`config.mk`:
```
export PLATFORM = sky130hd
export DESIGN_NAME = reg_byte_loader
export DESIGN_NICKNAME = d
export VERILOG_FILES = /design/src/rtl/reg_byte_loader.sv
export SDC_FILE = /design/constraint.sdc
export NUM_CORES = 1
export LEC_CHECK = 0
export ABC_AREA = 1
export BUFFER_PORTS_ARGS = -buffer_cell sky130_fd_sc_hd__buf_4
export CAP_MARGIN = 20
export CORE_MARGIN = 2
export CORE_UTILIZATION = 34
export DETAILED_ROUTE_END_ITERATION = 10
export HOLD_SLACK_MARGIN = 0.15
export SLEW_MARGIN = 30
export SYNTH_ARGS = -nofsm -noshare
export SYNTH_HDL_FRONTEND = slang
export SYNTH_SLANG_ARGS = --single-unit
```
`constraint.sdc`:
```
create_clock -name Clock -period 3.4 [get_ports Clock]
set_clock_uncertainty 0.05 [all_clocks]
set_input_delay 0.68 -clock Clock [delete_from_list [all_inputs] [get_ports Clock]]
set_output_delay 0.68 -clock Clock [all_outputs]
set_load 0.005 [all_outputs]
```
`src/rtl/reg_byte_loader.sv`:
```
`default_nettype none
// ---------------------------------------------------------------------------
// reg_byte_loader : fetches one or two bytes from memory and drives the
//                   E / FunSel / I interface of a 16-bit register.
// Revision        : 1.0
// ---------------------------------------------------------------------------
module reg_byte_loader #(
  parameter int MEM_LAT = 1
) (
  input  logic        Clock,
  input  logic        Reset,
  input  logic        Start,
  input  logic [1:0]  Mode,
  input  logic [15:0] BaseAddr,
  input  logic [7:0]  MemData,
  output logic [15:0] MemAddr,
  output logic        MemRd,
  output logic        RegE,
  output logic [2:0]  RegFunSel,
  output logic [15:0] RegI,
  output logic        Busy,
  output logic        Done
);

  localparam logic [2:0] c_IDLE  = 3'd0;
  localparam logic [2:0] c_RD1   = 3'd1;
  localparam logic [2:0] c_WAIT1 = 3'd2;
  localparam logic [2:0] c_WR1   = 3'd3;
  localparam logic [2:0] c_RD2   = 3'd4;
  localparam logic [2:0] c_WAIT2 = 3'd5;
  localparam logic [2:0] c_WR2   = 3'd6;
  localparam logic [2:0] c_DONE  = 3'd7;

  // WAIT lasts MEM_LAT-1 cycles: counter is loaded in RD and exits at zero
  localparam logic       c_HAS_WAIT  = (MEM_LAT > 1);
  localparam logic [1:0] c_WAIT_INIT = (MEM_LAT > 2) ? 2'(MEM_LAT - 2) : 2'd0;

  logic [2:0]  r_state;
  logic [2:0]  w_next;
  logic [1:0]  r_mode;
  logic [15:0] r_addr;
  logic [1:0]  r_cnt;
  logic        w_byte_mode;

  assign w_byte_mode = r_mode[0] ^ r_mode[1];

  always_comb begin
    w_next = r_state;
    case (r_state)
      c_IDLE:  if (Start) w_next = c_RD1;
      c_RD1:   w_next = c_HAS_WAIT ? c_WAIT1 : c_WR1;
      c_WAIT1: if (r_cnt == 2'd0) w_next = c_WR1;
      c_WR1:   w_next = w_byte_mode ? c_DONE : c_RD2;
      c_RD2:   w_next = c_HAS_WAIT ? c_WAIT2 : c_WR2;
      c_WAIT2: if (r_cnt == 2'd0) w_next = c_WR2;
      c_WR2:   w_next = c_DONE;
      c_DONE:  w_next = Start ? c_RD1 : c_IDLE;
      default: w_next = c_IDLE;
    endcase
  end

  always_ff @(posedge Clock) begin
    if (Reset) begin
      r_state <= c_IDLE;
      r_mode  <= 2'b00;
      r_addr  <= 16'h0000;
      r_cnt   <= 2'd0;
    end else begin
      r_state <= w_next;
      if (((r_state == c_IDLE) || (r_state == c_DONE)) && Start) begin
        r_mode <= Mode;
        r_addr <= BaseAddr;
      end
      if ((r_state == c_WR1) && (w_next == c_RD2))
        r_addr <= r_addr + 16'd1;
      if ((r_state == c_RD1) || (r_state == c_RD2))
        r_cnt <= c_WAIT_INIT;
      else if (((r_state == c_WAIT1) || (r_state == c_WAIT2)) && (r_cnt != 2'd0))
        r_cnt <= r_cnt - 2'd1;
    end
  end

  assign MemAddr = r_addr;
  assign MemRd   = (r_state == c_RD1) || (r_state == c_RD2);
  assign RegE    = (r_state == c_WR1) || (r_state == c_WR2);
  assign RegI    = RegE ? {8'h00, MemData} : 16'h0000;
  assign Busy    = (r_state != c_IDLE) && (r_state != c_DONE);
  assign Done    = (r_state == c_DONE);

  // FunSel: 100 zero-ext, 111 sign-ext, 101 load low byte, 110 load high byte
  always_comb begin
    RegFunSel = 3'b000;
    if (r_state == c_WR1) begin
      case (r_mode)
        2'b00:   RegFunSel = 3'b101;
        2'b01:   RegFunSel = 3'b100;
        2'b10:   RegFunSel = 3'b111;
        default: RegFunSel = 3'b110;
      endcase
    end else if (r_state == c_WR2) begin
      RegFunSel = (r_mode == 2'b11) ? 3'b101 : 3'b110;
    end
  end

endmodule
`default_nettype wire

```
==> flow_summary.html, run 1 <==
<table>
<tr><th>Metric</th><th>Value</th></tr>
<tr><th colspan="2">Logic synthesis</th></tr>
<tr><td>Number of flops mapped to enable cells by yosys</td><td>0</td></tr>
<tr><td>Ranking of synthesized cells by area</td><td>sky130_fd_sc_hd__dfxtp_1 26%, sky130_fd_sc_hd__nand2_1 18%, sky130_fd_sc_hd__inv_1 9.9%, sky130_fd_sc_hd__nand3_1 8.9%, sky130_fd_sc_hd__nor2_1 6.0%</td></tr>
<tr><td>Synthesized cell area</td><td>1740 µm²</td></tr>
<tr><td>Share of the synthesized area in the top cell type</td><td>0.265</td></tr>
<tr><td>Ys flop type</td><td>sky130_fd_sc_hd__dfxtp_1</td></tr>
<tr><td>Post-synthesis sequential element count</td><td>23</td></tr>
<tr><td>Async set or reset register ratio after synthesis</td><td>0</td></tr>
<tr><td>YS warnings</td><td>0</td></tr>
<tr><td>Avg Synthesized Cell Area</td><td>a little over 6 µm²</td></tr>
<tr><td>Cell count after synthesis</td><td>284</td></tr>
<tr><td>Count of unique library cells instantiated by Yosys</td><td>31</td></tr>
<tr><td>Cell taking the most area after synthesis</td><td>sky130_fd_sc_hd__dfxtp_1</td></tr>
<tr><td>Portion of the post-synthesis area used by sequential elements</td><td>0.265</td></tr>
<tr><th colspan="2">Layout</th></tr>
<tr><td>Top library cells by usage in the layout, fill and taps aside</td><td>85 x sky130_fd_sc_hd__nand2_1, 59 x sky130_fd_sc_hd__buf_4, 46 x sky130_fd_sc_hd__inv_1, 31 x sky130_fd_sc_hd__nand3_1, 28 x sky130_fd_sc_hd__nor2_1</td></tr>
<tr><td>Filler-free cell count of the finished design</td><td>410</td></tr>
<tr><td>Area delta synth-&gt;final</td><td>27.8%</td></tr>
<tr><td>Number of antenna cells inserted</td><td>0</td></tr>
<tr><td>Net count of the finished layout</td><td>about 380</td></tr>
<tr><td>Fraction of final layout cells sized beyond drive strength 1</td><td>0.209</td></tr>
<tr><td>Leading cell type in the layout, fill and taps excluded</td><td>sky130_fd_sc_hd__nand2_1</td></tr>
<tr><th colspan="2">Drt</th></tr>
<tr><td>Vias per inst</td><td>4.51</td></tr>
<tr><td>DRC Markers</td><td>0</td></tr>
<tr><td>Remaining antenna violation count after routing</td><td>0</td></tr>
<tr><td>Via total after detailed routing</td><td>1,850</td></tr>
<tr><td>Wire length per cell after detailed routing</td><td>10.5 µm</td></tr>
<tr><td>First drt pass iteration count</td><td>4</td></tr>
<tr><td>Initial drt markers</td><td>45</td></tr>
<tr><td>Final routed wirelength across all metal layers</td><td>4300 µm</td></tr>
<tr><th colspan="2">Place</th></tr>
<tr><td>Final HPWL DP</td><td>roughly 3300 µm</td></tr>
<tr><td>Count of port buffers added during placement</td><td>59</td></tr>
<tr><td>Gpl congestion</td><td>between 0.8 and 0.9</td></tr>
<tr><td>Placed Cells</td><td>406</td></tr>
<tr><th colspan="2">Worst setup path</th></tr>
<tr><td>Critical path launch point type</td><td>flop</td></tr>
<tr><td>Maximum fanout encountered on the critical timing path</td><td>8</td></tr>
<tr><td>Most numerous cell on the critical path</td><td>sky130_fd_sc_hd__nor2_1</td></tr>
<tr><td>Category of the critical setup timing path</td><td>flop to output port</td></tr>
<tr><td>Cell family with the largest share of critical-path delay</td><td>simple AND/OR/NAND/NOR gates</td></tr>
<tr><td>Critical path data required time</td><td>between 2 and 3 ns</td></tr>
<tr><td>Crit-path max cell delay</td><td>0.45 ns</td></tr>
<tr><td>Count of cell instances traversed by the critical path</td><td>7</td></tr>
<tr><td>Critical path cell sequence</td><td>nand2_2, nor2_1, inv_2, nand2_1, inv_1, nor2_1, buf_4</td></tr>
<tr><td>Worst r2r path cells</td><td>7</td></tr>
<tr><td>Kind of end point of the critical path</td><td>output port</td></tr>
<tr><td>Worst path bufs/invs</td><td>3</td></tr>
<tr><td>Critical path data arrival time</td><td>1.53 ns</td></tr>
<tr><td>Master of the slowest instance on the critical path</td><td>sky130_fd_sc_hd__dfxtp_1</td></tr>
<tr><th colspan="2">Power and ir drop</th></tr>
<tr><td>IR Drop Worst-Case VDD</td><td>~0.2 mV</td></tr>
<tr><td>Share of total power in the clock network</td><td>0.148</td></tr>
<tr><td>Pwr dens</td><td>529 nW/µm²</td></tr>
<tr><td>Share of total power in sequential cells</td><td>0.372</td></tr>
<tr><td>Switching power share of the total</td><td>0.421</td></tr>
<tr><td>Internal power</td><td>681 µW</td></tr>
<tr><td>Reported net switching power</td><td>495 µW</td></tr>
<tr><td>Standby leakage power</td><td>0.00118 µW</td></tr>
<tr><td>Proportion of power drawn by combinational gates</td><td>0.480</td></tr>
<tr><th colspan="2">Hold path</th></tr>
<tr><td>Worst hold path type</td><td>flop to flop</td></tr>
<tr><td>Worst hold path depth</td><td>2</td></tr>
<tr><th colspan="2">Clock tree</th></tr>
<tr><td>Clock tree from TritonCTS</td><td>built</td></tr>
<tr><td>Clock root buffer</td><td>sky130_fd_sc_hd__clkbuf_8</td></tr>
<tr><td>Resized Gates After CTS</td><td>0</td></tr>
<tr><td>Hold buffers post-CTS</td><td>0</td></tr>
<tr><td>Latest clock arrival within the worst-skew pair</td><td>0.27 ns</td></tr>
<tr><td>Setup Fix Bufs, Post-CTS</td><td>0</td></tr>
<tr><td>H-Tree Level Count</td><td>1</td></tr>
<tr><td>Clock input transition at the sequential cells of the worst setup and hold paths</td><td>0.08 ns</td></tr>
<tr><td>Number of sinks on the clock net</td><td>23</td></tr>
<tr><td>Number of buffers inserted during clock tree synthesis</td><td>3</td></tr>
<tr><td>Worst-case clock buffer depth</td><td>2</td></tr>
<tr><th colspan="2">GRT</th></tr>
<tr><td>Initial antenna violation count</td><td>0</td></tr>
<tr><td>Maximum number of pins on one net before global-route repair</td><td>20</td></tr>
<tr><td>Number of global-route vias before repair</td><td>1,633</td></tr>
<tr><td>Total routing resource utilization after global routing</td><td>0.159</td></tr>
<tr><td>Overflow left after global routing</td><td>0</td></tr>
<tr><td>Global-route wire length before repair</td><td>around 7000 µm</td></tr>
<tr><th colspan="2">Die</th></tr>
<tr><td>Height of the chip</td><td>75.5 µm</td></tr>
<tr><td>Die Footprint</td><td>between 5000 and 6000 µm²</td></tr>
<tr><td>Num rows</td><td>26</td></tr>
<tr><td>Ports placed on the boundary</td><td>68</td></tr>
<tr><td>Horizontal die dimension</td><td>~76 µm</td></tr>
<tr><td>Floorplan Core Area</td><td>roughly 5000 µm²</td></tr>
<tr><td>Starting Density</td><td>0.347</td></tr>
<tr><th colspan="2">Timing</th></tr>
<tr><td>Final-report setup violation count</td><td>0</td></tr>
<tr><td>Sum of negative setup slack</td><td>0 ns</td></tr>
<tr><td>Worst slew pin tran</td><td>0.597 ns</td></tr>
<tr><td>Final Cycle Share</td><td>0.663</td></tr>
<tr><td>Number of pins with negative max-slew slack in the final report</td><td>0</td></tr>
<tr><td>Highest clock frequency the design can meet</td><td>443 MHz</td></tr>
<tr><td>Count of endpoints failing hold in the final timing report</td><td>0</td></tr>
<tr><td>Worst max-slew margin expressed relative to the limit</td><td>0.601</td></tr>
<tr><td>Setup repair after global routing missed its margin</td><td>false</td></tr>
<tr><td>Minimum clock period after layout</td><td>around 2.3 ns</td></tr>
<tr><th colspan="2">Job</th></tr>
<tr><td>Number of violations of the max-capacitance limit</td><td>0</td></tr>
<tr><th colspan="2">Outcome</th></tr>
<tr><td>Result of the run</td><td>complete, no violations</td></tr>
</table>
[worst min-delay path, delay by kind of cell (launching register included)]
family	cells	cell delay, ns
AOI/OAI and AO/OA	1	0.06
DFF	1	0.32
and+or+nand+nor	1	0.07
[synth_stat cells (all sizes together) (2+ instances only)]
| cell type | count |
|---|---|
| nand3b | 2 |
| inv | 48 |
| nand3 | 31 |
| o21ai | 9 |
| clkbuf | 2 |
| dfxtp | 23 |
| nand2 | 87 |
| xor2 | 5 |
| a31oi | 2 |
| a21oi | 13 |
| ha | 5 |
| nand4 | 4 |
| nor2 | 30 |
| buf | 12 |
[final timing paths]
check        slack (ns)        end       start
min                0.44   r_cnt[0]    r_cnt[0]
min reg2reg        0.44   r_cnt[0]    r_cnt[0]
max                1.14    RegI[4]  r_state[0]
max reg2reg        1.55  r_mode[1]  r_state[0]
[stage by stage]
stage                     total power, µW  area [µm²]  worst slack (ns)  hold slack (ns)   util
final                                1180        2220              1.14            0.443  0.444
after global routing                 1310        2220             0.918            0.479  0.444
after CTS                            1190        2220              1.11            0.446  0.444
after detailed placement             1010        2180              1.41            0.433  0.435
after global placement               1000        2180              1.44            0.425  0.435
after floorplan                       815        1770              1.63            0.410      -
[power groups by stage]
stage	Combinational [µW]	Sequential, µW	Clock (µW)
6_report	565	437	174
5_1_grt	656	454	196
4_1_cts	572	437	184
3_5_place_dp	569	443	0
3_3_place_gp	563	442	0
2_1_floorplan	395	419	0
[metal layers]
metal  up-vias  wire, µm  GRT usage
li1        987         -          -
met1       807      1930      0.203
met2        51      2100      0.283
met3         5       227     0.0159
met4         0        41     0.0448
met5         -         0          0
[area by class of cell]
type,instances,area [µm²]
Inverter,49,185
Clock inverter,1,5.00
Sequential cell,23,460
Fill cell,563,2790
Multi-Input combinational cell,205,1000
Clock buffer,3,41.3
Timing Repair Buffer,59,443
Tap cell,70,87.6
[cell families after synthesis]
group | count (synthesis) | share of synthesized area
xor gates and xnor gates | 6 | 0.0302
other | 1 | 0.00216
AOI/OAI and AO/OA | 31 | 0.108
buffers and inverters | 63 | 0.175
DFF | 23 | 0.265
adders and majority gates | 5 | 0.0360
and+or+nand+nor | 155 | 0.384
[registers in the layout, indices dropped and copies added, names as in the netlist]
name	count
r_cnt	2
r_mode	2
r_state	3
MemAddr	16
Note: power is estimated with default switching activity, not from simulation.
==> run 2, diff against run 1 <==
--- a/config.mk
+++ b/config.mk
@@ -5,7 +5,7 @@
 export SDC_FILE = /design/constraint.sdc
 export NUM_CORES = 1
 export LEC_CHECK = 0
-export ABC_AREA = 1
+export ABC_AREA = 0
 export BUFFER_PORTS_ARGS = -buffer_cell sky130_fd_sc_hd__buf_4
 export CAP_MARGIN = 20
 export CORE_MARGIN = 2
==> constraint.sdc (replaced) <==
create_clock -name Clock -period 1.9 [get_ports Clock]
set_clock_uncertainty 0.05 [all_clocks]
set_input_delay 0.38 -clock Clock [delete_from_list [all_inputs] [get_ports Clock]]
set_output_delay 0.38 -clock Clock [all_outputs]
set_load 0.005 [all_outputs]
==> flow_summary.html, run 2 <==
<table>
<tr><th>Metric</th><th>Value</th></tr>
<tr><th colspan="2">Drt</th></tr>
<tr><td>Length of routed wiring on met1</td><td>2120 µm (+9.9%)</td></tr>
<tr><td>Remaining antenna violation count after routing</td><td>0 (unchanged)</td></tr>
<tr><td>Detailed route wirelength on metal2</td><td>2200 µm (+4.5%)</td></tr>
<tr><td>Top routing layer in use</td><td>met4</td></tr>
<tr><td>First drt pass iteration count</td><td>4 (unchanged)</td></tr>
<tr><td>DRC Markers</td><td>0 (unchanged)</td></tr>
<tr><td>Via total after detailed routing</td><td>1,789 (-3.3%)</td></tr>
<tr><td>Vias per inst</td><td>5.29 (+17%)</td></tr>
<tr><td>Final routed wirelength across all metal layers</td><td>4710 µm (+9.5%)</td></tr>
<tr><td>Wire length per cell after detailed routing</td><td>13.9 µm (+33%)</td></tr>
<tr><td>Initial drt markers</td><td>83 (+84%)</td></tr>
<tr><td>Wire length on met3</td><td>370 µm (+63%)</td></tr>
<tr><th colspan="2">Logic synthesis</th></tr>
<tr><td>Cell taking the most area after synthesis</td><td>sky130_fd_sc_hd__dfxtp_1</td></tr>
<tr><td>YS warnings</td><td>0 (unchanged)</td></tr>
<tr><td>Count of unique library cells instantiated by Yosys</td><td>54 (+74%)</td></tr>
<tr><td>Ranking of synthesized cells by area</td><td>sky130_fd_sc_hd__dfxtp_1 29%, sky130_fd_sc_hd__a21oi_1 6.0%, sky130_fd_sc_hd__nand2_1 5.2%, sky130_fd_sc_hd__buf_4 4.3%, sky130_fd_sc_hd__and2_1 3.9%</td></tr>
<tr><td>Most numerous cell in the Yosys netlist</td><td>sky130_fd_sc_hd__dfxtp_1</td></tr>
<tr><td>Async set or reset register ratio after synthesis</td><td>0 (unchanged)</td></tr>
<tr><td>Portion of the post-synthesis area used by sequential elements</td><td>0.290 (+0.0250)</td></tr>
<tr><td>Number of flops mapped to enable cells by yosys</td><td>0 (unchanged)</td></tr>
<tr><td>Synthesized cell area</td><td>1590 µm² (-8.6%)</td></tr>
<tr><td>Leading post-synthesis cells by instance count</td><td>23 x sky130_fd_sc_hd__dfxtp_1, 22 x sky130_fd_sc_hd__nand2_1, 19 x sky130_fd_sc_hd__a21oi_1, 11 x sky130_fd_sc_hd__inv_1</td></tr>
<tr><td>Cell count after synthesis</td><td>207 (-27%)</td></tr>
<tr><td>Avg Synthesized Cell Area</td><td>7.68 µm² (+25%)</td></tr>
<tr><td>Ys flop type</td><td>sky130_fd_sc_hd__dfxtp_1</td></tr>
<tr><td>Post-synthesis sequential element count</td><td>23 (unchanged)</td></tr>
<tr><td>Share of the synthesized area in the top cell type</td><td>0.290 (+0.0250)</td></tr>
<tr><th colspan="2">Clock tree</th></tr>
<tr><td>Number of sinks on the clock net</td><td>23 (unchanged)</td></tr>
<tr><td>Worst-case clock buffer depth</td><td>2 (unchanged)</td></tr>
<tr><td>Clock root buffer</td><td>sky130_fd_sc_hd__clkbuf_8</td></tr>
<tr><td>H-Tree Level Count</td><td>1 (unchanged)</td></tr>
<tr><td>Clock input transition at the sequential cells of the worst setup and hold paths</td><td>0.08 ns (about the same)</td></tr>
<tr><td>Hold buffers post-CTS</td><td>0 (unchanged)</td></tr>
<tr><td>Latest clock arrival within the worst-skew pair</td><td>0.26 ns (about the same)</td></tr>
<tr><td>Clock tree from TritonCTS</td><td>built</td></tr>
<tr><td>Number of buffers inserted during clock tree synthesis</td><td>3 (unchanged)</td></tr>
<tr><th colspan="2">Worst setup path</th></tr>
<tr><td>Kind of end point of the critical path</td><td>output port</td></tr>
<tr><td>Maximum fanout encountered on the critical timing path</td><td>3 (-5)</td></tr>
<tr><td>Category of the critical setup timing path</td><td>flop to output port</td></tr>
<tr><td>Critical path data arrival time</td><td>1.51 ns (-0.02 ns)</td></tr>
<tr><td>Critical path launch point type</td><td>flop</td></tr>
<tr><td>Critical path data required time</td><td>1.47 ns (-1.20 ns)</td></tr>
<tr><th colspan="2">Layout</th></tr>
<tr><td>Leading cell type in the layout, fill and taps excluded</td><td>sky130_fd_sc_hd__buf_4</td></tr>
<tr><td>Area delta synth-&gt;final</td><td>48.8%</td></tr>
<tr><td>Fraction of final layout cells sized beyond drive strength 1</td><td>0.406 (+0.197)</td></tr>
<tr><td>Number of antenna cells inserted</td><td>0 (unchanged)</td></tr>
<tr><td>Filler-free cell count of the finished design</td><td>338 (-18%)</td></tr>
<tr><td>Top library cells by usage in the layout, fill and taps aside</td><td>85 x sky130_fd_sc_hd__buf_4, 21 x sky130_fd_sc_hd__nand2_1, 17 x sky130_fd_sc_hd__a21oi_1, 16 x sky130_fd_sc_hd__dfxtp_1</td></tr>
<tr><td>Net count of the finished layout</td><td>321 (-14%)</td></tr>
<tr><td>Count of fill cells added during filler insertion</td><td>439 (-22%)</td></tr>
<tr><td>Design area</td><td>2360 µm² (+6.4%)</td></tr>
<tr><td>Number of flip-flops under the largest register name</td><td>16 (unchanged)</td></tr>
<tr><th colspan="2">Die</th></tr>
<tr><td>Floorplan Core Area</td><td>4410 µm² (-12%)</td></tr>
<tr><td>Starting Density</td><td>0.360 (+0.0128)</td></tr>
<tr><td>Horizontal die dimension</td><td>72.4 µm (-4.2%)</td></tr>
<tr><td>Ports placed on the boundary</td><td>68 (unchanged)</td></tr>
<tr><td>Height of the chip</td><td>72.4 µm (-4.2%)</td></tr>
<tr><td>Num rows</td><td>24 (-7.7%)</td></tr>
<tr><td>Die Footprint</td><td>5240 µm² (-8.2%)</td></tr>
<tr><th colspan="2">Timing</th></tr>
<tr><td>Final-report setup violation count</td><td>1 (+1)</td></tr>
<tr><td>Smallest setup slack after layout</td><td>-0.0373 ns (-1.18 ns)</td></tr>
<tr><td>Final Cycle Share</td><td>1.02</td></tr>
<tr><td>Setup repair after global routing missed its margin</td><td>true</td></tr>
<tr><td>Highest clock frequency the design can meet</td><td>516 MHz</td></tr>
<tr><td>Minimum clock period after layout</td><td>1.94 ns</td></tr>
<tr><td>Number of pins with negative max-slew slack in the final report</td><td>0 (unchanged)</td></tr>
<tr><td>Count of endpoints failing hold in the final timing report</td><td>0 (unchanged)</td></tr>
<tr><td>Sum of negative setup slack</td><td>-0.0373 ns (-0.0373 ns)</td></tr>
<tr><th colspan="2">Hold path</th></tr>
<tr><td>Worst hold path type</td><td>input pin to flop</td></tr>
<tr><th colspan="2">Power and ir drop</th></tr>
<tr><td>Standby leakage power</td><td>0.000975 µW (-18%)</td></tr>
<tr><td>Pwr dens</td><td>725 nW/µm² (+37%)</td></tr>
<tr><td>IR Drop Worst-Case VDD</td><td>0.490 mV (+150%)</td></tr>
<tr><th colspan="2">GRT</th></tr>
<tr><td>Maximum number of pins on one net before global-route repair</td><td>24 (+20%)</td></tr>
<tr><td>Number of global-route vias before repair</td><td>1,622 (-0.67%)</td></tr>
<tr><td>Total routing resource utilization after global routing</td><td>0.183 (+0.0247)</td></tr>
<tr><td>Overflow left after global routing</td><td>0 (unchanged)</td></tr>
<tr><td>Initial antenna violation count</td><td>0 (unchanged)</td></tr>
<tr><td>Global-route wire length before repair</td><td>7700 µm (+7.6%)</td></tr>
<tr><th colspan="2">Outcome</th></tr>
<tr><td>Violated checks</td><td>negative setup slack</td></tr>
<tr><td>Result of the run</td><td>finished with violations</td></tr>
<tr><th colspan="2">Job</th></tr>
<tr><td>Number of violations of the max-capacitance limit</td><td>0 (unchanged)</td></tr>
<tr><th colspan="2">Place</th></tr>
<tr><td>Count of port buffers added during placement</td><td>59 (unchanged)</td></tr>
<tr><td>Placed Cells</td><td>333 (-18%)</td></tr>
<tr><td>Placed inst area</td><td>2210 µm² (+1.7%)</td></tr>
<tr><td>Final HPWL DP</td><td>3390 µm (+2.4%)</td></tr>
<tr><td>Gpl congestion</td><td>0.779 (-7.1%)</td></tr>
</table>
==> run 2: changes by cell type after synthesis, moves of 10 or more <==
cell	before	now
sky130_fd_sc_hd__nor2_1	28	10
sky130_fd_sc_hd__nand2_1	85	22
sky130_fd_sc_hd__inv_1	46	11
sky130_fd_sc_hd__nand3_1	31	10
sky130_fd_sc_hd__and2_1	0	10
==> run 2: cell type report <==
class	instances	area, µm²	share of cell area
multi-input cells	161	1080	0.456
repair buffers	87	661	0.279
flip-flops and latches	23	474	0.201
well taps	52	65.1	0.0275
clock buffers	4	45.0	0.0190
inverters	11	41.3	0.0175
==> run 2: path summary, 6_finish.rpt <==
path / from / to / slack [ns] / depth (start not counted)
min: Mode[1] / r_mode[1] / 0.31 / 3
max: r_mode[1] / RegFunSel[0] / -0.04 / 5
max reg2reg: MemAddr[3] / MemAddr[13] / 0.12 / 4
min reg2reg: r_cnt[0] / r_cnt[0] / 0.45 / 2
==> run 2: logic make-up (layout without fill, tap and decap cells) <==
group	Yosys count	in the layout	share of synthesized area
other cells	1	8	0.00236
mux	1	1	0.00630
flops	23	23	0.290
compound gates	64	64	0.275
simple gates	82	82	0.286
fa+ha+maj	5	5	0.0394
xor+xnor	1	1	0.00551
buf+inv	30	102	0.0961
==> run 2: power by group <==
group / internal, µW / leakage [µW] / switching [µW]
clock: 150 / 0.0000228 / 159
sequential: 550 / 0.000191 / 99.5
combinational: 407 / 0.000761 / 349
total: 1110 / 0.000975 / 608
==> run 2: critical path, cell delays in order (launching register included) <==
cell and delay, ns:
sky130_fd_sc_hd__dfxtp_2 0.33, sky130_fd_sc_hd__buf_6 0.12, sky130_fd_sc_hd__ha_4 0.15, sky130_fd_sc_hd__or3_1 0.38, sky130_fd_sc_hd__a21oi_2 0.14, sky130_fd_sc_hd__buf_4 0.12
==> run 2: layer usage <==
layer	track usage	vias to the layer above
met1	0.248	821
met2	0.304	62
met5	0	-
li1	-	904
met3	0.0319	2
met4	0.0419	0
==> run 2: what timing repair did <==
| item | in CTS | in global routing |
|---|---|---|
| cloned | 0 | 0 |
| setup buffers | 1 | 0 |
| endpoints found under the hold margin | 0 | 0 |
| pin swaps | 3 | 5 |
| resized for setup | 12 | 13 |
| endpoints found under the setup margin | 13 | 17 |
==> run 2: through the flow <==
stage	utilization	setup WS [ns]	total power [µW]	hold slack [ns]
after global routing	0.536	-0.0782	1830	0.310
final	0.536	-0.0373	1710	0.307
after global placement	0.502	0.0517	1350	0.435
after CTS	0.522	-0.0233	1680	0.304
after floorplan	-	0.0695	982	0.402
after detailed placement	0.502	-0.00332	1350	0.438
==> run 3, diff against run 2 <==
--- a/config.mk
+++ b/config.mk
@@ -12,6 +12,7 @@
 export CORE_UTILIZATION = 34
 export DETAILED_ROUTE_END_ITERATION = 10
 export HOLD_SLACK_MARGIN = 0.15
+export SETUP_SLACK_MARGIN = 0.1
 export SLEW_MARGIN = 30
 export SYNTH_ARGS = -nofsm -noshare
 export SYNTH_HDL_FRONTEND = slang
==> flow_summary.html, run 3 (synthesized netlist as in run 2, its figures left out) <==
<table>
<tr><th>Metric</th><th>Value</th></tr>
<tr><th colspan="2">Place</th></tr>
<tr><td>Final HPWL DP</td><td>3350 µm (-1.2%)</td></tr>
<tr><td>Gpl congestion</td><td>0.765 (-1.9%)</td></tr>
<tr><td>Count of port buffers added during placement</td><td>59 (unchanged)</td></tr>
<tr><td>Worst setup timing slack at the placement stage</td><td>0.0355 ns (+0.0388 ns)</td></tr>
<tr><th colspan="2">Layout</th></tr>
<tr><td>Net count of the finished layout</td><td>316 (-1.6%)</td></tr>
<tr><td>Top library cells by usage in the layout, fill and taps aside</td><td>77 x sky130_fd_sc_hd__buf_4, 19 x sky130_fd_sc_hd__nand2_1, 16 x sky130_fd_sc_hd__a21oi_1, 14 x sky130_fd_sc_hd__dfxtp_1</td></tr>
<tr><td>Leading cell type in the layout, fill and taps excluded</td><td>sky130_fd_sc_hd__buf_4</td></tr>
<tr><td>Fraction of final layout cells sized beyond drive strength 1</td><td>0.427 (+0.0215)</td></tr>
<tr><td>Total area of sequential cells</td><td>479 µm² (+1.1%)</td></tr>
<tr><td>Area delta synth-&gt;final</td><td>50.1%</td></tr>
<tr><td>Number of antenna cells inserted</td><td>0 (unchanged)</td></tr>
<tr><td>Fin util</td><td>0.540 (+0.00453)</td></tr>
<tr><td>Area of the multi-input gates</td><td>1120 µm² (+3.7%)</td></tr>
<tr><td>Number of flip-flops under the largest register name</td><td>16 (unchanged)</td></tr>
<tr><td>Count of fill cells added during filler insertion</td><td>451 (+2.7%)</td></tr>
<tr><th colspan="2">Hold path</th></tr>
<tr><td>Worst hold path type</td><td>input pin to flop</td></tr>
<tr><td>Worst hold path depth</td><td>3 (unchanged)</td></tr>
<tr><th colspan="2">Power and ir drop</th></tr>
<tr><td>Internal power</td><td>1100 µW (-0.84%)</td></tr>
<tr><td>Tot Pwr</td><td>1730 µW (+0.74%)</td></tr>
<tr><td>Proportion of power drawn by combinational gates</td><td>0.438 (-0.003)</td></tr>
<tr><td>Share of total power in the clock network</td><td>0.185 (+0.005)</td></tr>
<tr><td>IR Drop Worst-Case VDD</td><td>0.378 mV (-23%)</td></tr>
<tr><td>Standby leakage power</td><td>0.000957 µW (-1.9%)</td></tr>
<tr><td>Reported net switching power</td><td>630 µW (+3.6%)</td></tr>
<tr><td>Switching power share of the total</td><td>0.365 (+0.0101)</td></tr>
<tr><td>Share of total power in sequential cells</td><td>0.377 (-0.002)</td></tr>
<tr><td>Pwr dens</td><td>724 nW/µm² (-0.11%)</td></tr>
<tr><th colspan="2">Drt</th></tr>
<tr><td>Initial drt markers</td><td>121 (+46%)</td></tr>
<tr><td>Vias per inst</td><td>5.33 (+0.65%)</td></tr>
<tr><td>Via total after detailed routing</td><td>1,774 (-0.84%)</td></tr>
<tr><td>DRC Markers</td><td>0 (unchanged)</td></tr>
<tr><td>Final routed wirelength across all metal layers</td><td>4610 µm (-2.0%)</td></tr>
<tr><td>First drt pass iteration count</td><td>4 (unchanged)</td></tr>
<tr><td>Remaining antenna violation count after routing</td><td>0 (unchanged)</td></tr>
<tr><td>Wire length per cell after detailed routing</td><td>13.9 µm (-0.48%)</td></tr>
<tr><th colspan="2">Clock tree</th></tr>
<tr><td>Worst-case clock buffer depth</td><td>2 (unchanged)</td></tr>
<tr><td>H-Tree Level Count</td><td>1 (unchanged)</td></tr>
<tr><td>Clock tree from TritonCTS</td><td>built</td></tr>
<tr><td>Latest clock arrival within the worst-skew pair</td><td>0.27 ns (about the same)</td></tr>
<tr><td>Number of sinks on the clock net</td><td>23 (unchanged)</td></tr>
<tr><td>Clock root buffer</td><td>sky130_fd_sc_hd__clkbuf_8</td></tr>
<tr><td>Clock input transition at the sequential cells of the worst setup and hold paths</td><td>0.09 ns (about the same)</td></tr>
<tr><td>Number of buffers inserted during clock tree synthesis</td><td>3 (unchanged)</td></tr>
<tr><th colspan="2">Worst setup path</th></tr>
<tr><td>Maximum fanout encountered on the critical timing path</td><td>4 (+1)</td></tr>
<tr><td>Worst r2r path cells</td><td>8 (+4)</td></tr>
<tr><td>Critical path launch point type</td><td>flop</td></tr>
<tr><td>Critical path data arrival time</td><td>1.50 ns (about the same)</td></tr>
<tr><td>Category of the critical setup timing path</td><td>flop to output port</td></tr>
<tr><td>Worst R2R End</td><td>MemAddr[12]</td></tr>
<tr><td>Reg-to-Reg Start</td><td>r_mode[0]</td></tr>
<tr><td>Slack of the worst reg-to-reg path</td><td>0.13 ns (about the same)</td></tr>
<tr><td>Capture point of the critical path</td><td>RegFunSel[0]</td></tr>
<tr><td>Kind of end point of the critical path</td><td>output port</td></tr>
<tr><td>Critical path data required time</td><td>1.47 ns (about the same)</td></tr>
<tr><td>Worst Setup SP</td><td>r_mode[1]</td></tr>
<tr><th colspan="2">Die</th></tr>
<tr><td>Height of the chip</td><td>72.4 µm (unchanged)</td></tr>
<tr><td>Floorplan Core Area</td><td>4410 µm² (unchanged)</td></tr>
<tr><td>Horizontal die dimension</td><td>72.4 µm (unchanged)</td></tr>
<tr><td>Ports placed on the boundary</td><td>68 (unchanged)</td></tr>
<tr><td>Die Footprint</td><td>5240 µm² (unchanged)</td></tr>
<tr><td>Starting Density</td><td>0.360 (unchanged)</td></tr>
<tr><td>Num rows</td><td>24 (unchanged)</td></tr>
<tr><th colspan="2">Timing</th></tr>
<tr><td>Final-report setup violation count</td><td>1 (unchanged)</td></tr>
<tr><td>Count of endpoints failing hold in the final timing report</td><td>0 (unchanged)</td></tr>
<tr><td>Final Cycle Share</td><td>1.02 (-0.00427)</td></tr>
<tr><td>Minimum clock period after layout</td><td>1.93 ns (-0.00810 ns)</td></tr>
<tr><td>Setup repair after global routing missed its margin</td><td>true</td></tr>
<tr><td>Smallest setup slack after layout</td><td>-0.0291 ns (+0.00810 ns)</td></tr>
<tr><td>Number of pins with negative max-slew slack in the final report</td><td>0 (unchanged)</td></tr>
<tr><td>Sum of negative setup slack</td><td>-0.0291 ns (+0.00810 ns)</td></tr>
<tr><td>Highest clock frequency the design can meet</td><td>518 MHz (+0.42%)</td></tr>
<tr><th colspan="2">GRT</th></tr>
<tr><td>Number of global-route vias before repair</td><td>1,670 (+3.0%)</td></tr>
<tr><td>Total routing resource utilization after global routing</td><td>0.178 (-0.00531)</td></tr>
<tr><td>Met2 global-route usage</td><td>0.302 (-0.00204)</td></tr>
<tr><td>Maximum number of pins on one net before global-route repair</td><td>24 (unchanged)</td></tr>
<tr><td>Global-route wire length before repair</td><td>7590 µm (-1.4%)</td></tr>
<tr><td>Initial antenna violation count</td><td>0 (unchanged)</td></tr>
<tr><td>Most congested layer reported by global routing</td><td>met2</td></tr>
<tr><td>Overflow left after global routing</td><td>0 (unchanged)</td></tr>
<tr><td>Met1 capacity usage during global routing</td><td>0.236 (-0.0123)</td></tr>
<tr><td>Met3 GRT Util</td><td>0.0319 (unchanged)</td></tr>
<tr><th colspan="2">Outcome</th></tr>
<tr><td>Violated checks</td><td>negative setup slack</td></tr>
<tr><td>Result of the run</td><td>finished with violations</td></tr>
<tr><th colspan="2">Job</th></tr>
<tr><td>Number of violations of the max-capacitance limit</td><td>0 (unchanged)</td></tr>
</table>
[run 3: cell count changes in the layout (fill, tap and decap cells not counted), moves of 2 or more]
cell,before,now
sky130_fd_sc_hd__dfxtp_1,16,14
sky130_fd_sc_hd__nand2_1,21,19
sky130_fd_sc_hd__nand2_2,0,2
sky130_fd_sc_hd__buf_4,85,77
[run 3: worst max-delay path, cell delays in order (launching register included)]
cell and delay, ns:
sky130_fd_sc_hd__dfxtp_2 0.33, sky130_fd_sc_hd__buf_6 0.12, sky130_fd_sc_hd__ha_4 0.15, sky130_fd_sc_hd__or3_1 0.38
sky130_fd_sc_hd__a21oi_2 0.12, sky130_fd_sc_hd__buf_4 0.11
[run 3: power by group through the flow]
stage	logic [µW]	registers (µW)	clock network, µW
finish	757	650	319
global route	830	664	352
CTS	705	637	332
detailed placement	681	642	0
global placement	681	642	0
floorplan	362	621	0
[run 3: metal layers]
metal	vias to the layer above	routed length, µm
met5	-	0
met4	0	25
met3	4	222
met2	48	2230
met1	826	2140
li1	896	-
[run 3: cell type report]
type / count / area share
inverters: 11 / 0.0173
repair buffers: 81 / 0.265
flip-flops and latches: 23 / 0.201
multi-input cells: 162 / 0.469
clock inverters: 1 / 0.00315
clock buffers: 3 / 0.0173
well taps: 52 / 0.0273
[run 3: how the worst min path moves through the flow]
stage | slack (ns) | from | endpoint
2_1_floorplan | 0.40 | Reset | MemAddr[7]
3_3_place_gp | 0.44 | r_cnt[0] | r_cnt[0]
3_5_place_dp | 0.44 | r_cnt[0] | r_cnt[0]
4_1_cts | 0.28 | Mode[1] | r_mode[1]
5_1_grt | 0.29 | Mode[0] | r_mode[0]
6_report | 0.29 | Mode[1] | r_mode[1]
[run 3: what timing repair did]
| item | in CTS | in global routing |
|---|---|---|
| buffers inserted | 0 | 2 |
| setup endpoints to repair | 19 | 29 |
| cloned | 0 | 1 |
| hold buffers | 0 | 0 |
| pin swaps | 4 | 8 |
| endpoints found under the hold margin | 0 | 0 |
| gates resized for setup | 16 | 22 |
[run 3: through the flow]
stage	std cells	hold slack [ns]	instance area, µm²
floorplan	214	0.402	1620
global placement	326	0.441	2180
detailed placement	326	0.444	2180
CTS	330	0.279	2290
global route	333	0.294	2380
finish	333	0.291	2380
